### src/rtl/simon_pkg.sv
// simon_pkg: colour codes, FSM states and one-hot helpers shared by the button path.
package simon_pkg;
  localparam int NUM_BUTTONS = 4;
  localparam logic [1:0] COL_RED   = 2'b00;
  localparam logic [1:0] COL_GREEN = 2'b01;
  localparam logic [1:0] COL_BLUE  = 2'b10;
  localparam logic [1:0] COL_3     = 2'b11;
  typedef enum logic {IDLE, HELD} state_t;
  function automatic logic is_onehot(logic [NUM_BUTTONS-1:0] v);
    return v != '0 && (v & (v - 1'b1)) == '0;
  endfunction
  // OR of set-bit indices: exact for one-hot input, no priority chain
  function automatic logic [1:0] onehot_to_bin(logic [NUM_BUTTONS-1:0] v);
    logic [1:0] b;
    b = '0;
    for (int i = 0; i < NUM_BUTTONS; i++) b |= v[i] ? 2'(i) : 2'b00;
    return b;
  endfunction
endpackage

### src/rtl/button_conditioner_if.sv
// button_conditioner_if: raw buttons in, conditioned press events out.
interface button_conditioner_if;
  import simon_pkg::*;
  logic [NUM_BUTTONS-1:0] btn_raw;
  logic                   press_valid;
  logic [1:0]             press_colour;
  logic                   btn_busy;
  logic                   multi_err;
  logic                   btn_stuck;
  modport master(output btn_raw, input press_valid, press_colour, btn_busy, multi_err, btn_stuck);
  modport slave(input btn_raw, output press_valid, press_colour, btn_busy, multi_err, btn_stuck);
endinterface

### src/rtl/btn_debounce.sv
// btn_debounce: 2-FF synchroniser plus stable-count debouncer for one button.
module btn_debounce #(
  parameter int DEBOUNCE_CYCLES = 16,
  parameter int CNT_W           = 16
) (
  input  logic clk,
  input  logic reset,
  input  logic i_raw,
  output logic o_deb
);
  logic             r_s1, r_s2, r_deb;
  logic [CNT_W-1:0] r_cnt;
  logic             w_diff, w_done;
  assign w_diff = r_s2 != r_deb;
  assign w_done = w_diff && r_cnt == CNT_W'(DEBOUNCE_CYCLES - 1);
  always_ff @(posedge clk) begin
    if (reset) begin
      r_s1  <= 1'b0;
      r_s2  <= 1'b0;
      r_deb <= 1'b0;
      r_cnt <= '0;
    end else begin
      r_s1  <= i_raw;
      r_s2  <= r_s1;
      r_deb <= w_done ? r_s2 : r_deb;
      r_cnt <= (w_diff && !w_done) ? r_cnt + 1'b1 : '0;
    end
  end
  assign o_deb = r_deb;
endmodule

### src/rtl/button_conditioner.sv
// button_conditioner: debounced one-press-at-a-time colour events.
// Define BTN_STUCK_TIMEOUT_EN to enable the stuck-button hold timer.
module button_conditioner
  import simon_pkg::*;
#(
  parameter int DEBOUNCE_CYCLES = 16,
  parameter int CNT_W           = 16,
  parameter int STUCK_CYCLES    = 65535
) (
  input logic                clk,
  input logic                reset,
  button_conditioner_if.slave bus
);
  if (DEBOUNCE_CYCLES < 1 || DEBOUNCE_CYCLES >= (1 << CNT_W) || STUCK_CYCLES >= (1 << CNT_W)) begin : g_bad_cfg
    $error("button_conditioner: counter width too small for configured cycle counts");
  end
  logic [NUM_BUTTONS-1:0] w_deb;
  for (genvar i = 0; i < NUM_BUTTONS; i++) begin : g_btn
    btn_debounce #(.DEBOUNCE_CYCLES(DEBOUNCE_CYCLES), .CNT_W(CNT_W)) u_deb (
      .clk   (clk),
      .reset (reset),
      .i_raw (bus.btn_raw[i]),
      .o_deb (w_deb[i])
    );
  end
  state_t     r_state, w_next;
  logic       w_accept, w_multi;
  logic       r_press_valid, r_multi_err;
  logic [1:0] r_colour;
  always_ff @(posedge clk) begin
    if (reset) r_state <= IDLE;
    else       r_state <= w_next;
  end
  always_comb begin
    w_accept = r_state == IDLE && is_onehot(w_deb);
    w_multi  = r_state == IDLE && w_deb != '0 && !is_onehot(w_deb);
    w_next   = r_state == IDLE ? (w_deb != '0 ? HELD : IDLE) : (w_deb == '0 ? IDLE : HELD);
  end
  always_ff @(posedge clk) begin
    if (reset) begin
      r_press_valid <= 1'b0;
      r_multi_err   <= 1'b0;
      r_colour      <= COL_RED;
    end else begin
      r_press_valid <= w_accept;
      r_multi_err   <= w_multi;
      r_colour      <= w_accept ? onehot_to_bin(w_deb) : r_colour;
    end
  end
  assign bus.press_valid  = r_press_valid;
  assign bus.multi_err    = r_multi_err;
  assign bus.press_colour = r_colour;
  assign bus.btn_busy     = r_state == HELD;
`ifdef BTN_STUCK_TIMEOUT_EN
  logic [CNT_W-1:0] r_hold;
  always_ff @(posedge clk) begin
    if (reset || r_state == IDLE) r_hold <= '0;
    else if (r_hold != '1)        r_hold <= r_hold + 1'b1;
  end
  assign bus.btn_stuck = r_state == HELD && r_hold >= CNT_W'(STUCK_CYCLES);
`else
  assign bus.btn_stuck = 1'b0;
`endif
endmodule
### src/flat_wrapper.sv
// flat-port wrapper written by rule: the top's interface ports become plain ports
module button_conditioner_flat import simon_pkg::*;
#(
  parameter int DEBOUNCE_CYCLES = 16,
  parameter int CNT_W           = 16,
  parameter int STUCK_CYCLES    = 65535
)
  (clk, reset, bus_btn_raw, bus_press_valid, bus_press_colour, bus_btn_busy, bus_multi_err, bus_btn_stuck);
  button_conditioner_if bus_i ();
  input logic clk;
  input logic reset;
  input wire logic [$bits(bus_i.btn_raw)-1:0] bus_btn_raw;
  output wire logic [$bits(bus_i.press_valid)-1:0] bus_press_valid;
  output wire logic [$bits(bus_i.press_colour)-1:0] bus_press_colour;
  output wire logic [$bits(bus_i.btn_busy)-1:0] bus_btn_busy;
  output wire logic [$bits(bus_i.multi_err)-1:0] bus_multi_err;
  output wire logic [$bits(bus_i.btn_stuck)-1:0] bus_btn_stuck;
  assign bus_i.btn_raw = bus_btn_raw;
  assign bus_press_valid = bus_i.press_valid;
  assign bus_press_colour = bus_i.press_colour;
  assign bus_btn_busy = bus_i.btn_busy;
  assign bus_multi_err = bus_i.multi_err;
  assign bus_btn_stuck = bus_i.btn_stuck;
  button_conditioner #(.DEBOUNCE_CYCLES(DEBOUNCE_CYCLES), .CNT_W(CNT_W), .STUCK_CYCLES(STUCK_CYCLES)) u_core (.clk(clk), .reset(reset), .bus(bus_i));
endmodule
### config.mk
export PLATFORM = sky130hd
export DESIGN_NAME = button_conditioner_flat
export DESIGN_NICKNAME = d
export VERILOG_FILES = /design/src/rtl/simon_pkg.sv /design/src/rtl/button_conditioner_if.sv /design/src/rtl/btn_debounce.sv /design/src/rtl/button_conditioner.sv /design/src/flat_wrapper.sv
export SDC_FILE = /design/constraint.sdc
export NUM_CORES = 1
export LEC_CHECK = 0
export ABC_AREA = 1
export CAP_MARGIN = 5
export CORE_MARGIN = 1.5
export CORE_UTILIZATION = 40
export CTS_CLUSTER_DIAMETER = 80
export CTS_CLUSTER_SIZE = 20
export DETAILED_ROUTE_END_ITERATION = 8
export SLEW_MARGIN = 20
export SYNTH_ARGS = -nofsm -noshare
export SYNTH_HDL_FRONTEND = slang
export SYNTH_HIERARCHICAL = 1
export SYNTH_SLANG_ARGS = --single-unit
### constraint.sdc
create_clock -name clk -period 3.31 [get_ports clk]
set_input_delay 0.662 -clock clk [delete_from_list [all_inputs] [get_ports clk]]
set_output_delay 0.662 -clock clk [all_outputs]
set_load 0.005 [all_outputs]
Word-level counts from Yosys, hierarchy flattened
Cells that the tools add are included.
{ "word_totals": {"reg_bits": 81, "latch_bits": 0, "mem_bits_rw": 0, "rom_bits": 0, "input_bits": 6, "output_inout_bits": 6, "elab_cells": 71, "n_memories": 0} }
{ "op_classes": {"n_addsub": 5, "n_mul": 0, "div_mod_pow": 0, "n_lt_le_gt_ge": 0, "eq_ne": 8, "shifts": 0, "n_mux": 6, "bitwise_logic": 8, "n_reduce_logical": 24} }
{ "ops": {"columns": ["op", "n"], "rows": [
  ["$add 16x1->16 const B", 4],
  ["$eq 16x4->1 const B", 4],
  ["$logic_and 1x1->1", 12],
  ["$logic_not 4->1", 2],
  ["$reduce_or 2->1", 4],
  ["$logic_not 1->1", 5],
  ["$not 1->1", 5],
  ["$and 4x4->4", 1],
  ["$mux 1", 4],
  ["$mux 2", 2],
  ["$ne 1x1->1", 4],
  ["$or 2x2->2", 2],
  ["$reduce_bool 4->1", 1],
  ["$sub 4x1->4 const B", 1]
]} }

Longest topological paths before layout
Gate-level depths: netlist of run 1.
{ "logic_depth": {"depth_word": 6, "mapped_depth": 7, "ltp_nobuf": 7} }

Hierarchy
Netlist of run 1, hierarchy kept.
{ "modules_own_cells": {"columns": ["mod", "n_inst", "cells_per_inst", "area_each_um2", "seq_area_each_um2"], "rows": [
  ["btn_debounce", 4, 131, 964.7, 380.4],
  ["button_conditioner", 1, 34, 256.5, 100.1]
]} }

Least setup slack after synthesis of run 1
Ideal clock, no wire load.
{ "synth_timing": {"kind": "input -> register", "from": "input reset", "to": "register u_core.g_btn[3].u_deb.r_cnt[14]", "setup_ns": 0.066, "arrival_ns": 1.309, "required_ns": 3.244, "setup_slack_ns": 1.936, "cell_stages": 6, "path_buffers": 1, "path_cell_list": "inv_1 > o21ai_0 > a21oi_1 > nand2_4 > buf_12 > a21oi_2"} }
{ "synth_via": {"elab_chain_cells": 1} }
{ "synth_rtl": {"columns": ["element", "line_no", "rtl"], "rows": [
  ["start, declared", "flat_wrapper.sv:11", "input logic reset;"],
  ["$reduce_or 2->1 (no source line)", null, null],
  ["end signal, assigned", "btn_debounce.sv:26", "r_cnt <= (w_diff && !w_done) ? r_cnt + 1'b1 : '0;"],
  ["end, declared", "btn_debounce.sv:12", "logic [CNT_W-1:0] r_cnt;"]
]} }
Every way passes these cells.
A chain may end at the register's enable or synchronous reset.

Worst setup path after layout of run 1
{ "layout_timing": {"from": "input reset", "to": "register u_core.g_btn[0].u_deb.r_cnt[13]"} }
{ "layout_via": {"elab_chain_cells": 1} }
{ "layout_rtl": {"columns": ["element", "line_no"], "rows": [
  ["$reduce_or 2->1 (no source line)", null],
  ["end signal, assigned", "btn_debounce.sv:26"],
  ["end, declared", "btn_debounce.sv:12"]
]} }
Every way passes these cells.

==> summary.md, run 1 <==
| Metric | Value |
|---|---|
| WL final | ~7.1 mm |
| Routed vias/inst | roughly 4.5 |
| Chip width | 104 um |
| Multi-input logic area | 2110 um^2 |
| Req. time, crit path | 3590 ps |
| Seq/Total Area, Yosys | roughly two fifths |
| Vias in the first global route | 3067 |
| Mean Syn Cell Area | 7.37 um^2 |
| Setup crit end kind | flip-flop |
| Layout fillers | 977 |
| Worst path bufs/invs | 2 |
| Largest cells by area after synthesis | dfxtp_1 (39%), nand2_1 (11%), inv_1 (6.9%), nor2_2 (6.8%), nor2_1 (6.7%) |
| Min cycle time layout | 1920 ps |
| Commonest non-fill, non-tap cell in the layout | nand2_1 |
| Fin. Hold Viols | 0 |
| Total power | 1830 uW |
| DRC violations left | 0 |
| Total grt overflow | 0 |
| Post-synthesis register bit count | 81 |
| Final worst clock skew | 5.88 ps |
| Sum Neg Setup Slack | 0 ps |
| Yosys top cell area share | 39.4% |
| Postcts setup bufs | 0 |
| Unrepaired setup endpoints after global routing | no |
| Max Slew Vio Count | 0 |
| First-pass GRT wire length | 12.6 mm |
| CTS Hold Buffers Added | 0 |
| Max Cap Viol | 0 |
| Synth-to-Final Area Change | 9.91% |
| Routed WL per cell | 9.97 um |
| Top Ports | 12 |
| Routability congestion estimate | about 0.78 |
| Mapped Nets | 568 |
| Core ar. | 9860 um^2 |
| PD cells | approximately 400 nW/um^2 |
| Post-cts sizing count | 0 |
| Total GRT Usage | 14.1% |
| Antenna violations before repair | 0 |
| Hold Slack | 405 ps |
| Synth cell types | 25 |
| Yosys Warn Count | 6 |
| CP max FO | 16 |
| Clk buf depth | 2 |
| Clock latency on the worst-skew pair | 350 ps |
| Total CTS buffers | 9 |
| # nets final | a little under 600 |
| H-tree depth reported by CTS | 3 |
| Worst endpoint data arrival time | 2200 ps |
| CTS tree | built |
| Worst Max-Slew Pin Slew | 508 ps |
| ANT cells | 0 |
| Status | finished clean |
| Vias | 3236 |
| Layout cells sized above 1 | 17.8% |
| Cell Rows | 36 |
| Detailed placement HPWL | 5.20 mm |
| Final Util | 45.9% |
| FMAX | 0.522 GHz |
| Peak supply drop | 0.193 mV |
| Kind of critical path | in2reg |
| Final Setup Violations | 0 |
| # clock sinks | 81 |
| CP delay by family, top | buffers and inverters |
| Worst-path clk slew | 80 ps |
| Drt first pass iters | 4 |
| Final ANT Viol Nets | 0 |
| Initial DRC count | 86 |
| CP Cell Sequence | clkdlybuf4s50_1 -> inv_1 -> o21ai_0 -> a21oi_1 -> nand2_4 -> a21oi_1 |
| Root Driver | clkbuf_8 |
| Critical Path Slowest Stage Cell | clkdlybuf4s50_1 |
| Startpoint Class | input port |
| Max incr delay on CP | 670 ps |
| Most common cell on crit path | a21oi_1 |
| PortBufs | 10 |
| Synthesized area | slightly above 4000 um^2 |
| Starting density of the core | 41.7% |
| Area leader, netlist | dfxtp_1 |
| Largest net degree at the start of global routing | 17 |
| Leak | ~0.0015 uW |
| Cells after Synth | 558 |
| Worst min-delay path class | reg2reg |
| Register area | about 1600 um^2 |
| Worst slew margin | 66.0% |
| Area of the die | 10900 um^2 |
| Most frequent cells in the layout | nand2_1 (122), dfxtp_1 (81), inv_1 (76) |
| Die H | ~100 um |
| Period utilisation layout | 57.9% |
-- where the power goes --
group / total, uW / switching [uW] / internal (uW)
clock: 816 / 353 / 463
sequential: 981 / 2.22 / 979
combinational: 31.5 / 20.0 / 11.5
total: 1830 / 375 / 1450
-- path summary, 6_finish.rpt --
path | start | endpoint | slack [ps] | cells after the start
min | u_core/g_btn[0].u_deb/r_s1$_SDFF_PP0_ | u_core/g_btn[0].u_deb/r_s2$_SDFF_PP0_ | 410 | 2
min reg2reg | u_core/g_btn[0].u_deb/r_s1$_SDFF_PP0_ | u_core/g_btn[0].u_deb/r_s2$_SDFF_PP0_ | 410 | 2
max reg2reg | u_core/g_btn[2].u_deb/r_cnt[0]$_SDFF_PP0_ | u_core/g_btn[2].u_deb/r_cnt[7]$_SDFF_PP0_ | 1890 | 6
max | reset | u_core/g_btn[0].u_deb/r_cnt[13]$_SDFF_PP0_ | 1390 | 6
-- worst min-delay path, delay by kind of cell, from the launching register on --
kind | cells | cell delay, ps
buffers and inverters | 1 | 40
DFF | 1 | 300
and+or+nand+nor | 1 | 30
-- final cells by class --
cell class                 count  area share (%)
tap                          133            3.68
multi-input combinational    395            46.7
clock buffer                  11            3.35
clock inverter                 5            1.72
sequential                    81            35.9
timing repair buffer          10            2.21
inverter                      77            6.45
-- state kept, by name, indices dropped and copies added, names as in the netlist --
name / cells
u_core/g_btn.u_deb/r_cnt: 64
u_core/g_btn.u_deb/o_deb: 4
u_core/g_btn.u_deb/r_s1: 4
u_core/g_btn.u_deb/r_s2: 4
u_core/bus.press_colour: 2
u_core/bus.btn_busy: 1
u_core/bus.multi_err: 1
u_core/bus.press_valid: 1
-- through the flow --
stage	worst slack, ps	instance area, um^2	instances
after detailed placement	1000	4290	696
after floorplan	1940	4120	558
after global routing	1210	4520	712
final	1390	4520	712
after CTS	1380	4520	712
after global placement	1070	4290	696
-- logic make-up (layout without fill, tap and decap cells) --
group	count (synthesis)	count (layout)	synth area share [%]
buf+inv	82	103	9.21
other cells	1	1	0.0911
fa+ha+maj	4	4	1.22
xor+xnor	24	24	5.11
compound gates	42	42	5.72
simple gates	324	324	39.3
flops	81	81	39.4
-- metal layers --
layer / GRT usage, % / vias up / wire length (um) / part of all wire [%]
met5: 0 / - / 0 / 0
met4: 8.83 / 0 / 192 / 2.7
met3: 2.13 / 15 / 173 / 2.4
met2: 23.4 / 39 / 3270 / 46
met1: 17.0 / 1422 / 3460 / 49
li1: - / 1760 / - / -
-- cell usage after synthesis --
cell type / number
a21oi_1: 30
a21oi_2: 4
buf_12: 4
buf_4: 1
conb_1: 1
dfxtp_1: 81
ha_1: 4
inv_1: 76
inv_4: 1
nand2_1: 122
nand2_2: 9
nand2_4: 5
nand3_1: 25
nand3_2: 9
nand4_1: 20
nor2_1: 73
nor2_2: 45
nor2_4: 10
nor3_1: 1
o21ai_0: 4
o21bai_1: 4
or2_1: 1
or2_2: 4
xnor2_1: 4
xor2_1: 20
Power figures use the tool's default switching activity.
==> inputs of run 2 (changes only) <==
clock period = 1.9 ns   (was 3.31 ns; I/O delays follow)
==> summary.md, run 2 (synthesis gave the netlist of run 1 again) <==
| Metric | Value |
|---|---|
| Status | finished clean |
| CTS Hold Buffers Added | 0 |
| Crit Reg-Reg Startpoint | u_core/g_btn[3].u_deb/r_cnt[0]$_SDFF_PP0_ |
| Min cycle time layout | between 1500 and 2000 ps |
| Clock latency on the worst-skew pair | approximately 350 ps |
| Cell Rows | 36 |
| Worst reg2reg endpoint | u_core/g_btn[3].u_deb/r_cnt[12]$_SDFF_PP0_ |
| Routability congestion estimate | 0.804 |
| Fin. Hold Viols | 0 |
| Hold Crit Start | u_core/g_btn[2].u_deb/r_s1$_SDFF_PP0_ |
| Top Ports | 12 |
| Final Util | about 46% |
| Largest net degree at the start of global routing | 17 |
| Total CTS buffers | 9 |
| Setup crit end kind | output port |
| Core ar. | 9860 um^2 |
| Unrepaired setup endpoints after global routing | no |
| CTS tree | built |
| DRC violations left | 0 |
| Post-cts sizing count | 0 |
| Post-route cell area | 4510 um^2 |
| DP Area | 4310 um^2 |
| Final ANT Viol Nets | 0 |
| ANT cells | 0 |
| Largest Register | u_core/g_btn.u_deb/r_cnt |
| Req. time, crit path | 1520 ps |
| Vias in the first global route | 2919 |
| End of the worst hold path | u_core/g_btn[2].u_deb/r_s2$_SDFF_PP0_ |
| Largest register FFs | 64 |
| Max Slew Vio Count | 0 |
| Worst endpoint data arrival time | 1240 ps |
| Vias | 3253 |
| Final worst clock skew | 12.4 ps |
| Leak | 0.00148 uW |
| Worst min-delay path class | reg2reg |
| Layout cells sized above 1 | ~18% |
| Kind of critical path | reg2out |
| Reg2reg path depth | 6 |
| Worst-path clk slew | 80 ps |
| WL final | 7.10 mm |
| Peak supply drop | 0.377 mV |
| CP delay by family, top | buffers and inverters |
| Reg2Reg Setup Slack | 470 ps |
| CP Cell Sequence | clkdlybuf4s50_1 |
| Total grt overflow | 0 |
| Detailed placement HPWL | 5.25 mm |
| Total GRT Usage | 13.8% |
| Area of the die | 10900 um^2 |
| First-pass GRT wire length | approximately 12 mm |
| Routed vias/inst | 4.56 |
| PortBufs | 10 |
| Startpoint Class | flip-flop |
| FMAX | 0.617 GHz |
| Root Driver | clkbuf_8 |
| Synth-to-Final Area Change | 9.49% |
| Drt first pass iters | 4 |
| Chip width | roughly 100 um |
| Most frequent cells in the layout | nand2_1 (122), dfxtp_1 (81), inv_1 (76) |
| Worst path bufs/invs | 1 |
| # nets final | 586 |
| Initial DRC count | 81 |
| Period utilisation layout | a little under nine tenths |
| Routed WL per cell | roughly 10 um |
| Critical Path Slowest Stage Cell | clkdlybuf4s50_1 |
| Final Setup Violations | 0 |
| Worst Hold Depth | 2 |
| Starting density of the core | 41.7% |
| Clk buf depth | 2 |
| Sum Neg Setup Slack | 0 ps |
| Commonest non-fill, non-tap cell in the layout | nand2_1 |
| H-tree depth reported by CTS | 3 |
| CP max FO | 2 |
| PD cells | around 670 nW/um^2 |
| Antenna violations before repair | 0 |
| Max Cap Viol | 0 |
| # clock sinks | 81 |
| Postcts setup bufs | 0 |
| Max incr delay on CP | 540 ps |
| Die H | 104 um |
## run 2: final cells by class
class,instances,area [um^2]
multi-input cells,395,2110
clock buffers,11,141
clock inverters,5,55.1
inverters,77,292
repair buffers,12,115
fillers,980,5360
well taps,133,166
flip-flops and latches,81,1620
## run 2: metal layers
layer	wire length, um	global-route usage, %	vias up
met1	3500	16.8	1445
met4	132	6.05	0
met3	217	3.63	9
li1	-	-	1761
met5	0	0	-
met2	3260	22.9	38
## run 2: power by group
part           leakage (uW)  internal (uW)  switching (uW)
registers          0.000654           1710            4.08
clock network     0.0000953            639             608
logic              0.000734           22.4            35.4
## run 2: how the worst max path moves through the flow
| stage | from | end | slack, ps | depth (start not counted) |
|---|---|---|---|---|
| 2_1_floorplan | u_core/g_btn[3].u_deb/r_cnt[0]$_SDFF_PP0_ | u_core/g_btn[3].u_deb/r_cnt[10]$_SDFF_PP0_ | 610 | 7 |
| 6_report | u_core/bus.btn_busy$_SDFF_PP0_ | bus_btn_busy | 280 | 1 |
| 3_5_place_dp | reset | u_core/g_btn[0].u_deb/r_cnt[7]$_SDFF_PP0_ | 50 | 6 |
| 5_1_grt | u_core/bus.btn_busy$_SDFF_PP0_ | bus_btn_busy | 240 | 1 |
| 4_1_cts | u_core/bus.btn_busy$_SDFF_PP0_ | bus_btn_busy | 240 | 1 |
| 3_3_place_gp | reset | u_core/g_btn[3].u_deb/r_cnt[13]$_SDFF_PP0_ | 90 | 6 |
## run 2: through the flow
step / setup slack, ps / instances / hold slack, ps / total power, uW
final: 280 / 714 / 401 / 3010
after global placement: 90.3 / 698 / 392 / 1810
after global routing: 237 / 714 / 418 / 3170
after detailed placement: 50.6 / 698 / 396 / 1810
after CTS: 244 / 714 / 406 / 3070
after floorplan: 608 / 558 / 388 / 1790
==> inputs of run 3 (changes only) <==
CTS_BUF_LIST = sky130_fd_sc_hd__clkbuf_8   (was unset)
==> summary.md, run 3 (synthesis gave the netlist of run 1 again) <==
| Metric | Value |
|---|---|
| Status | finished clean |
| DP Area | approximately 4300 um^2 |
| Final Setup Violations | 0 |
| Synth-to-Final Area Change | 9.49% |
| PD cells | between 600 and 700 nW/um^2 |
| WL final | 7.10 mm |
| FMAX | 0.617 GHz |
| Period utilisation layout | 85.3% |
| Area of the die | 10900 um^2 |
| Root Driver | clkbuf_8 |
| Final ANT Viol Nets | 0 |
| Max Cap Viol | 0 |
| Commonest non-fill, non-tap cell in the layout | nand2_1 |
| Detailed placement HPWL | 5.25 mm |
| Unrepaired setup endpoints after global routing | no |
| CP Cell Sequence | clkdlybuf4s50_1 |
| Largest register FFs | 64 |
| First-pass GRT wire length | ~12 mm |
| Peak supply drop | approximately 0.38 mV |
| Kind of critical path | reg2out |
| Largest net degree at the start of global routing | 17 |
| Largest Register | u_core/g_btn.u_deb/r_cnt |
| Total power | 3010 uW |
| Routed vias/inst | between 4 and 5 |
| # clock sinks | 81 |
| Vias in the first global route | 2919 |
| Core ar. | 9860 um^2 |
| CTS Hold Buffers Added | 0 |
| Worst path bufs/invs | 1 |
| Total GRT Usage | 13.8% |
| Register area | 1620 um^2 |
| Vias | 3255 |
| Clock latency on the worst-skew pair | 350 ps |
| Worst endpoint data arrival time | 1240 ps |
| DRC violations left | 0 |
| Max Slew Vio Count | 0 |
| PortBufs | 10 |
| Max incr delay on CP | 540 ps |
| Top Ports | 12 |
| Multi-input logic area | around 2100 um^2 |
| Fin. Hold Viols | 0 |
| Chip width | 104 um |
| Post-route cell area | ~4500 um^2 |
| Min cycle time layout | 1620 ps |
| Initial DRC count | between 80 and 90 |
| Worst-path clk slew | ~80 ps |
| CTS tree | built |
| ANT cells | 0 |
| Total grt overflow | 0 |
| Req. time, crit path | 1520 ps |
| Sum Neg Setup Slack | 0 ps |
| Final worst clock skew | between 10 and 15 ps |
| CP delay by family, top | buffers and inverters |
| Cell Rows | 36 |
| Die H | ~100 um |
| # nets final | 586 |
| Routed WL per cell | 9.95 um |
| CP max FO | 2 |
| Setup crit end kind | output port |
| Starting density of the core | 41.7% |
| Critical Path Slowest Stage Cell | clkdlybuf4s50_1 |
| Clk buf depth | 2 |
| Final Util | 45.7% |
| Most frequent cells in the layout | nand2_1 (122), dfxtp_1 (81), inv_1 (77) |
| Postcts setup bufs | 0 |
| Routability congestion estimate | 0.804 |
| Drt first pass iters | 4 |
| Layout cells sized above 1 | 17.9% |
| Total CTS buffers | 9 |
| Startpoint Class | flip-flop |
| Post-cts sizing count | 0 |
| Worst min-delay path class | reg2reg |
| Antenna violations before repair | 0 |
| Layout fillers | 980 |
| H-tree depth reported by CTS | 3 |
| Leak | 0.00149 uW |
==> run 3: changes by cell type in the layout (fill, tap and decap cells not counted), sizes merged <==
cell / change
inv: +1
clkbuf: -1
==> run 3: per-layer routing <==
layer | GRT usage, % | wire [um] | vias to the layer above
li1 | - | - | 1761
met1 | 16.8 | 3490 | 1445
met2 | 22.9 | 3260 | 40
met3 | 3.63 | 218 | 9
met4 | 6.05 | 132 | 0
met5 | 0 | 0 | -
==> run 3: area by class of cell <==
type | instances | share of cell area [%]
tap | 133 | 3.69
multi-input combinational | 395 | 46.9
sequential | 81 | 36.0
timing repair buffer | 12 | 2.55
inverter | 77 | 6.47
clock inverter | 6 | 1.31
clock buffer | 10 | 3.05
==> run 3: where the power goes <==
group	switching, uW	internal, uW
Clock	608	634
Combinational	35.4	22.4
Sequential	4.08	1710
==> run 3: path summary, 6_finish.rpt <==
kind / startpoint / to / slack, ps / depth (start not counted)
worst min register to register: u_core/g_btn[2].u_deb/r_s1$_SDFF_PP0_ / u_core/g_btn[2].u_deb/r_s2$_SDFF_PP0_ / 400 / 2
worst max-delay path: u_core/bus.btn_busy$_SDFF_PP0_ / bus_btn_busy / 280 / 1
worst max register to register: u_core/g_btn[3].u_deb/r_cnt[0]$_SDFF_PP0_ / u_core/g_btn[3].u_deb/r_cnt[12]$_SDFF_PP0_ / 470 / 6
worst min-delay path: u_core/g_btn[2].u_deb/r_s1$_SDFF_PP0_ / u_core/g_btn[2].u_deb/r_s2$_SDFF_PP0_ / 400 / 2
==> run 3: stage by stage <==
step / cells / worst slack, ps / hold slack [ps]
after floorplan: 558 / 608 / 388
after global placement: 698 / 90.3 / 392
after detailed placement: 698 / 50.6 / 396
after CTS: 714 / 244 / 406
after global routing: 714 / 237 / 418
final: 714 / 280 / 401
